--- config.mk ---
export PLATFORM = sky130hd
export DESIGN_NAME = sha256_coef_reader
export DESIGN_NICKNAME = d
export VERILOG_FILES = /design/src/rtl/sha256_coef_reader.sv
export SDC_FILE = /design/constraint.sdc
export NUM_CORES = 1
export LEC_CHECK = 0
export BUFFER_PORTS_ARGS = -buffer_cell sky130_fd_sc_hd__buf_2
export CAP_MARGIN = 20
export CORE_ASPECT_RATIO = 0.7
export CORE_MARGIN = 10
export CORE_UTILIZATION = 25
export DETAILED_ROUTE_END_ITERATION = 8
export PLACE_DENSITY_LB_ADDON = 0.12
export SLEW_MARGIN = 5
export SYNTH_ARGS = -nofsm -noshare
export SYNTH_HDL_FRONTEND = slang
export SYNTH_SLANG_ARGS = --single-unit
--- constraint.sdc ---
create_clock -name i_clk -period 4.4 [get_ports i_clk]
set_input_delay 0.22 -clock i_clk [delete_from_list [all_inputs] [get_ports i_clk]]
set_output_delay 0.22 -clock i_clk [all_outputs]
set_load 0.005 [all_outputs]
--- src/rtl/sha256_coef_reader.sv ---
// Reader for the registered SHA-256 K ROM: issues indices, absorbs the 1-cycle read latency, streams K_t with a round tag.
// Optional running XOR of delivered coefficients (o_coef_xor) is enabled by defining SHA256_COEF_XOR_EN.
module sha256_coef_reader #(
  parameter int ROUNDS = 64,
  parameter int ADDR_W = 6,
  parameter int DATA_W = 32
) (
  input  logic              i_clk,
  input  logic              i_rst_n,
  input  logic              i_start,
  input  logic              i_abort,
  output logic              o_busy,
  output logic              o_done,
  output logic [ADDR_W-1:0] o_coef_num,
  input  logic [DATA_W-1:0] i_coef_value,
  output logic              o_k_valid,
  input  logic              i_k_ready,
  output logic [DATA_W-1:0] o_k_value,
  output logic [ADDR_W-1:0] o_k_round,
`ifdef SHA256_COEF_XOR_EN
  output logic [DATA_W-1:0] o_coef_xor,
`endif
  output logic              o_k_last
);

  typedef enum logic [1:0] {IDLE, RUN, DRAIN} state_t;

  localparam logic [ADDR_W-1:0] LAST_IDX = ADDR_W'(ROUNDS - 1);

  state_t            state_q;
  state_t            state_d;
  logic [ADDR_W-1:0] issue_cnt;
  logic [ADDR_W-1:0] flight_tag;
  logic              inflight;
  logic [1:0]        occ;
  logic [DATA_W-1:0] fifo_value [2];
  logic [ADDR_W-1:0] fifo_round [2];
  logic              done_q;
  logic              pop;
  logic              issue;
  logic              start_run;
  logic              drain_empty;
  logic              wr_slot;
  logic [1:0]        occ_after_pop;
  logic [1:0]        credits_used;

  // Credits count the slot freed by this cycle's pop, so a full-rate stream never bubbles.
  always_comb begin
    pop           = (occ != 2'd0) && i_k_ready;
    occ_after_pop = occ - {1'b0, pop};
    credits_used  = occ_after_pop + {1'b0, inflight};
    wr_slot       = occ_after_pop[0];
    drain_empty   = (occ_after_pop == 2'd0) && !inflight;
    start_run     = (state_q == IDLE) && i_start && !i_abort;
  end

  always_ff @(posedge i_clk) begin
    if (!i_rst_n) begin
      state_q <= IDLE;
    end else begin
      state_q <= state_d;
    end
  end

  always_comb begin
    state_d = state_q;
    case (state_q)
      IDLE:    if (i_start) state_d = RUN;
      RUN:     if (issue && (issue_cnt == LAST_IDX)) state_d = DRAIN;
      DRAIN:   if (drain_empty) state_d = IDLE;
      default: state_d = IDLE;
    endcase
    if (i_abort) state_d = IDLE;
  end

  always_comb begin
    o_busy = (state_q != IDLE);
    o_done = done_q;
    issue  = (state_q == RUN) && (credits_used < 2'd2);
  end

  // Two-entry FIFO with the head fixed in slot 0; a pop shifts slot 1 down before the write lands.
  always_ff @(posedge i_clk) begin
    if (!i_rst_n) begin
      issue_cnt     <= '0;
      flight_tag    <= '0;
      inflight      <= 1'b0;
      occ           <= 2'd0;
      done_q        <= 1'b0;
      fifo_value[0] <= '0;
      fifo_value[1] <= '0;
      fifo_round[0] <= '0;
      fifo_round[1] <= '0;
    end else if (i_abort) begin
      inflight <= 1'b0;
      occ      <= 2'd0;
      done_q   <= 1'b0;
    end else begin
      done_q <= (state_q == DRAIN) && drain_empty;
      if (start_run) begin
        issue_cnt <= '0;
      end else if (issue && (issue_cnt != LAST_IDX)) begin
        issue_cnt <= issue_cnt + ADDR_W'(1);
      end
      if (issue) begin
        flight_tag <= issue_cnt;
      end
      inflight <= issue;
      if (pop) begin
        fifo_value[0] <= fifo_value[1];
        fifo_round[0] <= fifo_round[1];
      end
      if (inflight) begin
        fifo_value[wr_slot] <= i_coef_value;
        fifo_round[wr_slot] <= flight_tag;
      end
      occ <= occ_after_pop + {1'b0, inflight};
    end
  end

  always_comb begin
    o_coef_num = issue_cnt;
    o_k_valid  = (occ != 2'd0);
    o_k_value  = o_k_valid ? fifo_value[0] : '0;
    o_k_round  = o_k_valid ? fifo_round[0] : '0;
    o_k_last   = o_k_valid && (fifo_round[0] == LAST_IDX);
  end

`ifdef SHA256_COEF_XOR_EN
  always_ff @(posedge i_clk) begin
    if (!i_rst_n || start_run) begin
      o_coef_xor <= '0;
    end else if (pop && !i_abort) begin
      o_coef_xor <= o_coef_xor ^ o_k_value;
    end
  end
`endif

endmodule

==> flow_summary.yaml, run 1 <==
clock_network:
  postCtsHoldBufs: 0
  cts_resized: 0
  clkSinkCount: 94
  clk_latency_ns: 0.34
  cts_buffers: 9
  cts_tree: "done"
  clockBufferDepth: 2
  cts_setup_buffers: 0
  cts.clk_slew.worst_paths_ns: 0.07
  clock-root-buffer: "clkbuf_16"
  htreeDepth: 3
global_routing:
  grt_overflow: 0
  grt_pass1_wl_um: 17500
  grt_pass1_vias: 3112
  grt.total_usage: 0.0981
  grt_start_max_net_pins: 77
  antenna_found_initial: 0
placed_design:
  gp_congestion: 0.747
  dp_hpwl_um: 7460
  placed_area_um2: 4880
  io_buffers: 84
  dp_cells: 683
setup_path:
  critical_path_class: "reg2reg"
  required_ns: 4.37
  worstPathArrival_ns: 2.72
  worstPathMaxFanout: 40
  cp-start-kind: "register"
  ff2ff_path_depth: 5
  cp-end-kind: "register"
finish:
  post-route-util: 0.313
  fillerInstances: 1761
  stdcell_area_um2: 5160
  fin_nets: 508
  drive_gt1_frac: 0.238
  diodes: 0
  layoutNonFillerInstCount: 699
  syn2layout_area_growth_pct: 21.8
sta:
  clock_skew_ns: 0.00716
  max_slew_margin: 0.335
  setup-tns-final_ns: 0
  whs_ns: 0.165
  worst_pin_slew_ns: 0.997
  grt_setup_unrepaired: "no"
  finalHoldViolations: 0
  finalCritPeriodShare: 0.627
  setup_viol_count_final: 0
  fmax_mhz: 363
  drv_slew: 0
  min_period_ns: 2.76
synth:
  synth.ff_latch_count: 94
  synth_area_leaders: "edfxtp_1 54%, and2_1 12%, dfxtp_1 8.5%, nand2_1 7.3%, o21ai_0 3.8%"
  netlist.area_leader.share: 0.539
  synth_ff_type: "edfxtp_1"
  synthCells: 393
  synth_cell_types: 42
  synth.avg_cell_area_um2: 10.8
  yosysTopAreaCell: "edfxtp_1"
  synth-edff-count: 76
  synth_seq_area_share: 0.624
  synthesis.nets: 432
  syn_area_um2: 4240
  async_flop_share: 0
  ys_warn_count: 0
floorplanning:
  dieHeight_um: 129
  ioPinCount: 85
  num_rows: 39
  die_width_um: 176
  start_util: 0.257
  die_area_um2: 22600
  core_area_um2: 16500
pwr:
  power_frac_seq: 0.552
  leakage_nw: 1.99
  p_sw_mw: 0.406
  p_sw_frac: 0.226
  combinationalPowerShare: 0.034
  clkPwrFrac: 0.414
  power.density_nw_per_um2: 349
  ir_drop_v: 0.000183
  internal-power_mw: 1.39
route:
  drt-total-wl_um: 10800
  drtIter0Drc: 254
  drcViolationCount: 0
  highest_layer: "met4"
  met1Wirelength_um: 5860
  firstDrtPassIters: 4
  viasPerCell: 4.23
  postRouteAntennaNets: 0
  routed-wl-met2_um: 4230
  via_count: 2954
  wl_met3_um: 622
  wl_per_cell_um: 15.5
min_path:
  hp-class: "in2reg"
  holdPathStages: 2
flow_run:
  max_cap_violations: 0
outcome:
  outcome: "complete, no violations"
==> cell type report <==
type | instances | area [um^2] | share of cell area
clock buffers | 9 | 225 | 0.0436
clock inverters | 7 | 56.3 | 0.0109
inverters | 3 | 11.3 | 0.00218
multi-input cells | 273 | 1500 | 0.290
flip-flops and latches | 94 | 2640 | 0.512
well taps | 225 | 282 | 0.0545
repair buffers | 88 | 450 | 0.0872
==> synthesized netlist by cell type, drive strengths merged (3+ instances only) <==
library cell  number
nor2               3
inv                3
a21oi              9
nand3             10
nand3b             3
nand2             82
dfxtp             18
and3               5
nor2b              3
clkbuf            12
nand2b             3
o21ai             45
buf               11
nor3               3
edfxtp            76
and2              78
==> placed cells by master (no fill, tap or decap), drive strengths merged <==
cell	n
and2b	1
buf	88
o2111ai	1
and3	5
o21ai	45
or4	1
a211oi	2
clkbuf	9
or4b	1
clkinvlp	4
o21a	1
and2	78
and4	2
a31oi	2
nor2	3
o22ai	1
o32ai	1
o31ai	1
nand2b	3
nor4	2
o311a	1
o311ai	1
nand3	10
a21oi	9
or3	2
mux2i	2
nor3	3
edfxtp	76
a21o	1
dfxtp	18
nand4	1
nor2b	3
nand2	82
or2	2
o221a	1
nand3b	3
ha	2
inv	6
==> logic make-up (layout without fill, tap and decap cells) <==
logic type | count (synthesis) | after routing | synth area share
AO/OA/AOI/OAI | 67 | 67 | 0.0912
multiplexers | 2 | 2 | 0.00472
flip-flops | 94 | 94 | 0.624
adder cells (fa/ha/maj) | 2 | 2 | 0.00590
buffers and inverters | 26 | 107 | 0.0263
AND/OR/NAND/NOR | 202 | 202 | 0.248
==> state kept, by name, indices dropped and copies added (netlist names) <==
| signal | cells |
|---|---|
| fifo_value | 64 |
| fifo_round | 12 |
| flight_tag | 6 |
| o_coef_num | 6 |
| occ | 2 |
| state_q | 2 |
| inflight | 1 |
| o_done | 1 |
==> through the flow <==
step	power, mW	setup WS, ns
2_1_floorplan	1.04	2.02
3_3_place_gp	1.08	1.63
3_5_place_dp	1.08	1.54
4_1_cts	1.83	1.52
5_1_grt	1.87	1.35
6_report	1.80	1.64
==> power by group through the flow <==
stage	logic, mW	registers (mW)	clock network (mW)
2_1_floorplan	0.0266	1.01	0
4_1_cts	0.0626	0.994	0.770
6_report	0.0605	0.994	0.746
3_5_place_dp	0.0623	1.01	0
3_3_place_gp	0.0619	1.01	0
5_1_grt	0.0689	0.997	0.800
==> final timing paths <==
kind                 start           endpoint  slack (ns)
hold / removal     i_start         state_q[0]        0.16
setup / recovery    occ[1]  fifo_value[0][27]        1.64
setup reg to reg    occ[1]  fifo_value[0][27]        1.64
hold reg to reg   inflight             o_done        0.49
==> critical path, cell delays in order, from the launching register on <==
cell,delay [ns]
dfxtp_1,0.47
or2_1,0.14
buf_4,0.30
and3_2,0.23
buf_4,0.39
or3_2,0.82
==> routing by layer <==
| metal | track usage | vias to the layer above |
|---|---|---|
| met5 | 0 | - |
| met4 | 0.0328 | 0 |
| met3 | 0.0319 | 9 |
| met2 | 0.137 | 71 |
| met1 | 0.139 | 1353 |
| li1 | - | 1521 |
Power figures use the tool's default switching activity.
==> inputs of run 2 (changes only) <==
- ABC_AREA: not set -> 1
- clock period: 4.4 -> 2.8 ns (I/O delays scaled with it)
==> flow_summary.yaml, run 2 <==
outcome:
  outcome: "complete, no violations"
finish:
  ff_latch_area_um2: 2640
  fillerInstances: 1800
  multiInputGateArea_um2: 1150
  syn2layout_area_growth_pct: 21.3
  drive_gt1_frac: 0.218
  top_register: "fifo_value"
  final_cell_mix: "94 x inv_1, 89 x nor2_1, 84 x buf_2"
  fin_nets: 567
  largest_reg_flops: 64
  diodes: 0
  stdcell_area_um2: 5200
  layout_commonest_cell: "inv_1"
  reg_top3: "fifo_value (64), fifo_round (12)"
route:
  wl_per_cell_um: 13.8
  postRouteAntennaNets: 0
  drt-total-wl_um: 10500
  drtIter0Drc: 227
  drcViolationCount: 0
  firstDrtPassIters: 4
  viasPerCell: 4.08
  via_count: 3094
floorplanning:
  start_util: 0.258
  dieHeight_um: 130
  die_area_um2: 22900
  num_rows: 39
  ioPinCount: 85
  core_area_um2: 16600
  die_width_um: 177
sta:
  finalCritPeriodShare: 0.725
  fmax_mhz: 492
  grt_setup_unrepaired: "no"
  finalHoldViolations: 0
  setup-tns-final_ns: 0
  clock_skew_ns: 0.00622
  min_period_ns: 2.03
  drv_slew: 0
  setup_viol_count_final: 0
  max_slew_margin: 0.514
  whs_ns: 0.0959
  worst_pin_slew_ns: 0.728
global_routing:
  antenna_found_initial: 0
  grt.total_usage: 0.0926
  grt_start_max_net_pins: 77
  grt_overflow: 0
  grt_pass1_vias: 3112
  grt_pass1_wl_um: 16900
clock_network:
  cts_setup_buffers: 0
  postCtsHoldBufs: 0
  clkSinkCount: 94
  cts_resized: 0
  htreeDepth: 3
  clockBufferDepth: 2
  clock-root-buffer: "clkbuf_16"
  cts_tree: "done"
  cts.clk_slew.worst_paths_ns: 0.07
  clk_latency_ns: 0.33
  cts_buffers: 9
synth:
  synthCells: 450
  synth_ff_type: "edfxtp_1"
  synth_area_leaders: "edfxtp_1 53%, dfxtp_1 8.4%, inv_1 8.2%, nor2_1 7.9%, nand3_1 5.4%"
  ys_warn_count: 0
  yosys-top-cells-count: "94 x inv_1, 90 x nor2_1, 76 x edfxtp_1, 46 x nand3_1, 32 x o21ai_1"
  synth_most_common_cell: "inv_1"
  synth-edff-count: 76
  yosysTopAreaCell: "edfxtp_1"
  netlist.area_leader.share: 0.532
  synthesis.nets: 489
  synth.avg_cell_area_um2: 9.53
  syn_area_um2: 4290
  synth.ff_latch_count: 94
  async_flop_share: 0
  synth_seq_area_share: 0.616
  synth_cell_types: 28
setup_path:
  required_ns: 2.66
  cp-start-kind: "register"
  worstPathMaxFanout: 39
  worstPathArrival_ns: 1.89
  critical_path_class: "reg2out"
  cp-end-kind: "output port"
placed_design:
  dp_hpwl_um: 7180
  io_buffers: 84
  placed_area_um2: 4910
  gp_congestion: 0.742
pwr:
  power.density_nw_per_um2: 558
  ir_drop_v: 0.000221
  power_mw: 2.90
  leakage_nw: 2.32
flow_run:
  max_cap_violations: 0
min_path:
  hp-class: "in2reg"
## run 2: cell types whose count changed after synthesis, sizes merged, moves of 4 or more
| cell | before | now |
|---|---|---|
| nor2 | 3 | 92 |
| inv | 3 | 97 |
| clkbuf | 12 | 6 |
| and3 | 5 | 0 |
| nand3 | 10 | 49 |
| and2 | 78 | 0 |
| a21oi | 9 | 13 |
| nand2 | 82 | 26 |
| buf | 11 | 16 |
## run 2: worst paths after layout
kind	startpoint	to	slack, ns	depth (start not counted)
worst min register to register	state_q[0]	o_done	0.49	1
worst max-delay path	occ[1]	o_k_last	0.77	6
worst min-delay path	i_start	state_q[0]	0.1	3
worst max register to register	occ[1]	fifo_round[0][5]	1.04	4
## run 2: report_power, final
group	internal, mW	switching [mW]
Sequential	1.55	0.0133
Clock	0.692	0.524
Combinational	0.0400	0.0855
Total	2.28	0.623
## run 2: cell type report
type / count / share of cell area
clock buffer: 10 / 0.0440
clock inverter: 6 / 0.0118
inverter: 97 / 0.0710
multi-input combinational: 237 / 0.220
sequential: 94 / 0.508
tap: 225 / 0.0541
timing repair buffer: 89 / 0.0905
## run 2: cell families (layout without fill, tap and decap cells)
group	Yosys count	after routing	share of synthesized area
simple gates	172	172	0.181
buf+inv	119	202	0.120
flops	94	94	0.616
compound gates	61	61	0.0729
fa+ha+maj	2	2	0.00584
xor+xnor	2	2	0.00409
## run 2: through the flow
stage          std cells  utilization  setup WS (ns)
2_1_floorplan        450            -          0.485
3_3_place_gp         742        0.296           1.08
3_5_place_dp         742        0.296           1.05
4_1_cts              758        0.313          0.733
5_1_grt              758        0.313          0.634
6_report             758        0.313          0.769
## run 2: layer usage
metal / global-route usage / vias up / wire length, um
met1: 0.131 / 1399 / 5370
met3: 0.0366 / 8 / 898
li1: - / 1599 / -
met4: 0.0246 / 0 / 62
met2: 0.127 / 88 / 4150
met5: 0 / - / 0
## run 2: critical path, cell delays in order (launching register included)
cell     delay [ns]
dfxtp_1        0.43
nor2_4         0.06
buf_4          0.27
nor2_1         0.28
nand4_1        0.19
nor3_1         0.18
buf_2          0.15
==> inputs of run 3 (changes only) <==
- clock period: 2.8 -> 1.7 ns (I/O delays scaled with it)
==> flow_summary.yaml, run 3 (same netlist as run 2, synthesis figures left out) <==
sta:
  drv_slew: 0
  clock_skew_ns: 0.00627
  setup_ws_ns: 0.125
  finalHoldViolations: 0
  setup_viol_count_final: 0
  finalCritPeriodShare: 0.926
  fmax_mhz: 635
  grt_setup_unrepaired: "no"
  worst_pin_slew_ns: 0.392
  max_slew_margin: 0.738
  whs_ns: 0.0404
  min_period_ns: 1.57
global_routing:
  grt_pass1_wl_um: 17100
  grt.total_usage: 0.0926
  grt_overflow: 0
  antenna_found_initial: 0
  grt_start_max_net_pins: 61
  grt_pass1_vias: 3301
setup_path:
  path_buf_inv: 1
  worstPathArrival_ns: 1.49
  cpMaxStageDelayCell: "dfxtp_2"
  path_delay_family: "simple AND/OR/NAND/NOR gates"
  ff2ff_path_depth: 11
  regToRegSetupSlack_ns: 0.20
  worstPathMaxFanout: 4
  max_stage_delay_ns: 0.38
  path_depth: 5
  critical_path_class: "reg2out"
  cp-end-kind: "output port"
  cp-startpoint: "occ[1]"
  crit_end: "o_k_last"
  worstPathCellList: "nor2_4, nor2_1, nand4_1, nor3_1, buf_2"
  cp-start-kind: "register"
  r2r_start: "occ[0]"
  required_ns: 1.62
  r2r-end: "o_coef_num[4]"
finish:
  fin_nets: 579
  diodes: 0
  post-route-util: 0.325
  top_register: "fifo_value"
  largest_reg_flops: 64
  layout_commonest_cell: "inv_1"
  fillerInstances: 1789
  stdcell_area_um2: 5380
  reg_top3: "fifo_value (64), fifo_round (12)"
  drive_gt1_frac: 0.244
  final_cell_mix: "94 x inv_1, 89 x nor2_1, 84 x buf_2"
  syn2layout_area_growth_pct: 25.6
placed_design:
  placed_area_um2: 5090
  io_buffers: 84
  gp_congestion: 0.730
  place_ws_ns: 0.0134
  dp_hpwl_um: 7430
clock_network:
  postCtsHoldBufs: 0
  cts.clk_slew.worst_paths_ns: 0.07
  clk_latency_ns: 0.34
  cts_setup_buffers: 0
  clockBufferDepth: 2
  cts_resized: 0
  clock-root-buffer: "clkbuf_16"
  clkSinkCount: 94
  htreeDepth: 3
  cts_tree: "done"
  cts_buffers: 9
route:
  via_count: 3098
  firstDrtPassIters: 4
  wl_per_cell_um: 13.7
  viasPerCell: 4.03
  drcViolationCount: 0
  drt-total-wl_um: 10500
  postRouteAntennaNets: 0
  drtIter0Drc: 162
floorplanning:
  die_width_um: 177
  dieHeight_um: 130
  start_util: 0.258
  ioPinCount: 85
  num_rows: 39
  die_area_um2: 22900
  core_area_um2: 16600
min_path:
  holdPathStages: 3
  hp-class: "in2reg"
pwr:
  ir_drop_v: 0.000403
  leakage_nw: 2.39
  power.density_nw_per_um2: 863
outcome:
  outcome: "complete, no violations"
flow_run:
  max_cap_violations: 0
## run 3: changes by cell type in the layout (fill, tap and decap cells not counted), sizes merged
cell and change:
clkbuf -1, bufinv -1, clkinvlp +3, buf +12, clkinv -1, inv -1
## run 3: cell type report
class                      count  area (um^2)  area share
tap                          225          282      0.0523
timing repair buffer         101          639       0.119
clock inverter                 6         40.0     0.00744
clock buffer                   9          225      0.0418
sequential                    94         2650       0.491
inverter                      97          369      0.0686
multi-input combinational    237         1180       0.220
## run 3: where the power goes
part | leakage (nW) | switching (mW) | internal (mW)
Sequential | 0.930 | 0.0210 | 2.55
Combinational | 1.34 | 0.146 | 0.0843
Clock | 0.119 | 0.867 | 0.978
Total | 2.39 | 1.03 | 3.61
## run 3: how the worst min path moves through the flow
stage                  from    endpoint
finish              i_start  state_q[0]
global route        i_start  state_q[0]
CTS                 i_start  state_q[0]
detailed placement  i_start  state_q[0]
global placement    i_start  state_q[0]
floorplan           i_start  state_q[0]
## run 3: worst min-delay path: stages
cell and delay, ns:
buf_2 0.09, nand2_1 0.08, a21oi_1 0.07
## run 3: metrics by stage
stage | power, mW | instances | setup TNS [ns]
CTS | 4.72 | 769 | -0.00797
global route | 4.85 | 769 | 0
detailed placement | 2.86 | 754 | 0
finish | 4.65 | 769 | 0
floorplan | 2.73 | 450 | 0
global placement | 2.85 | 754 | 0
## run 3: per-layer routing
metal	wire, um	global-route usage
met5	0	0
met4	29	0.0177
met3	643	0.0340
met2	4360	0.140
met1	5470	0.124
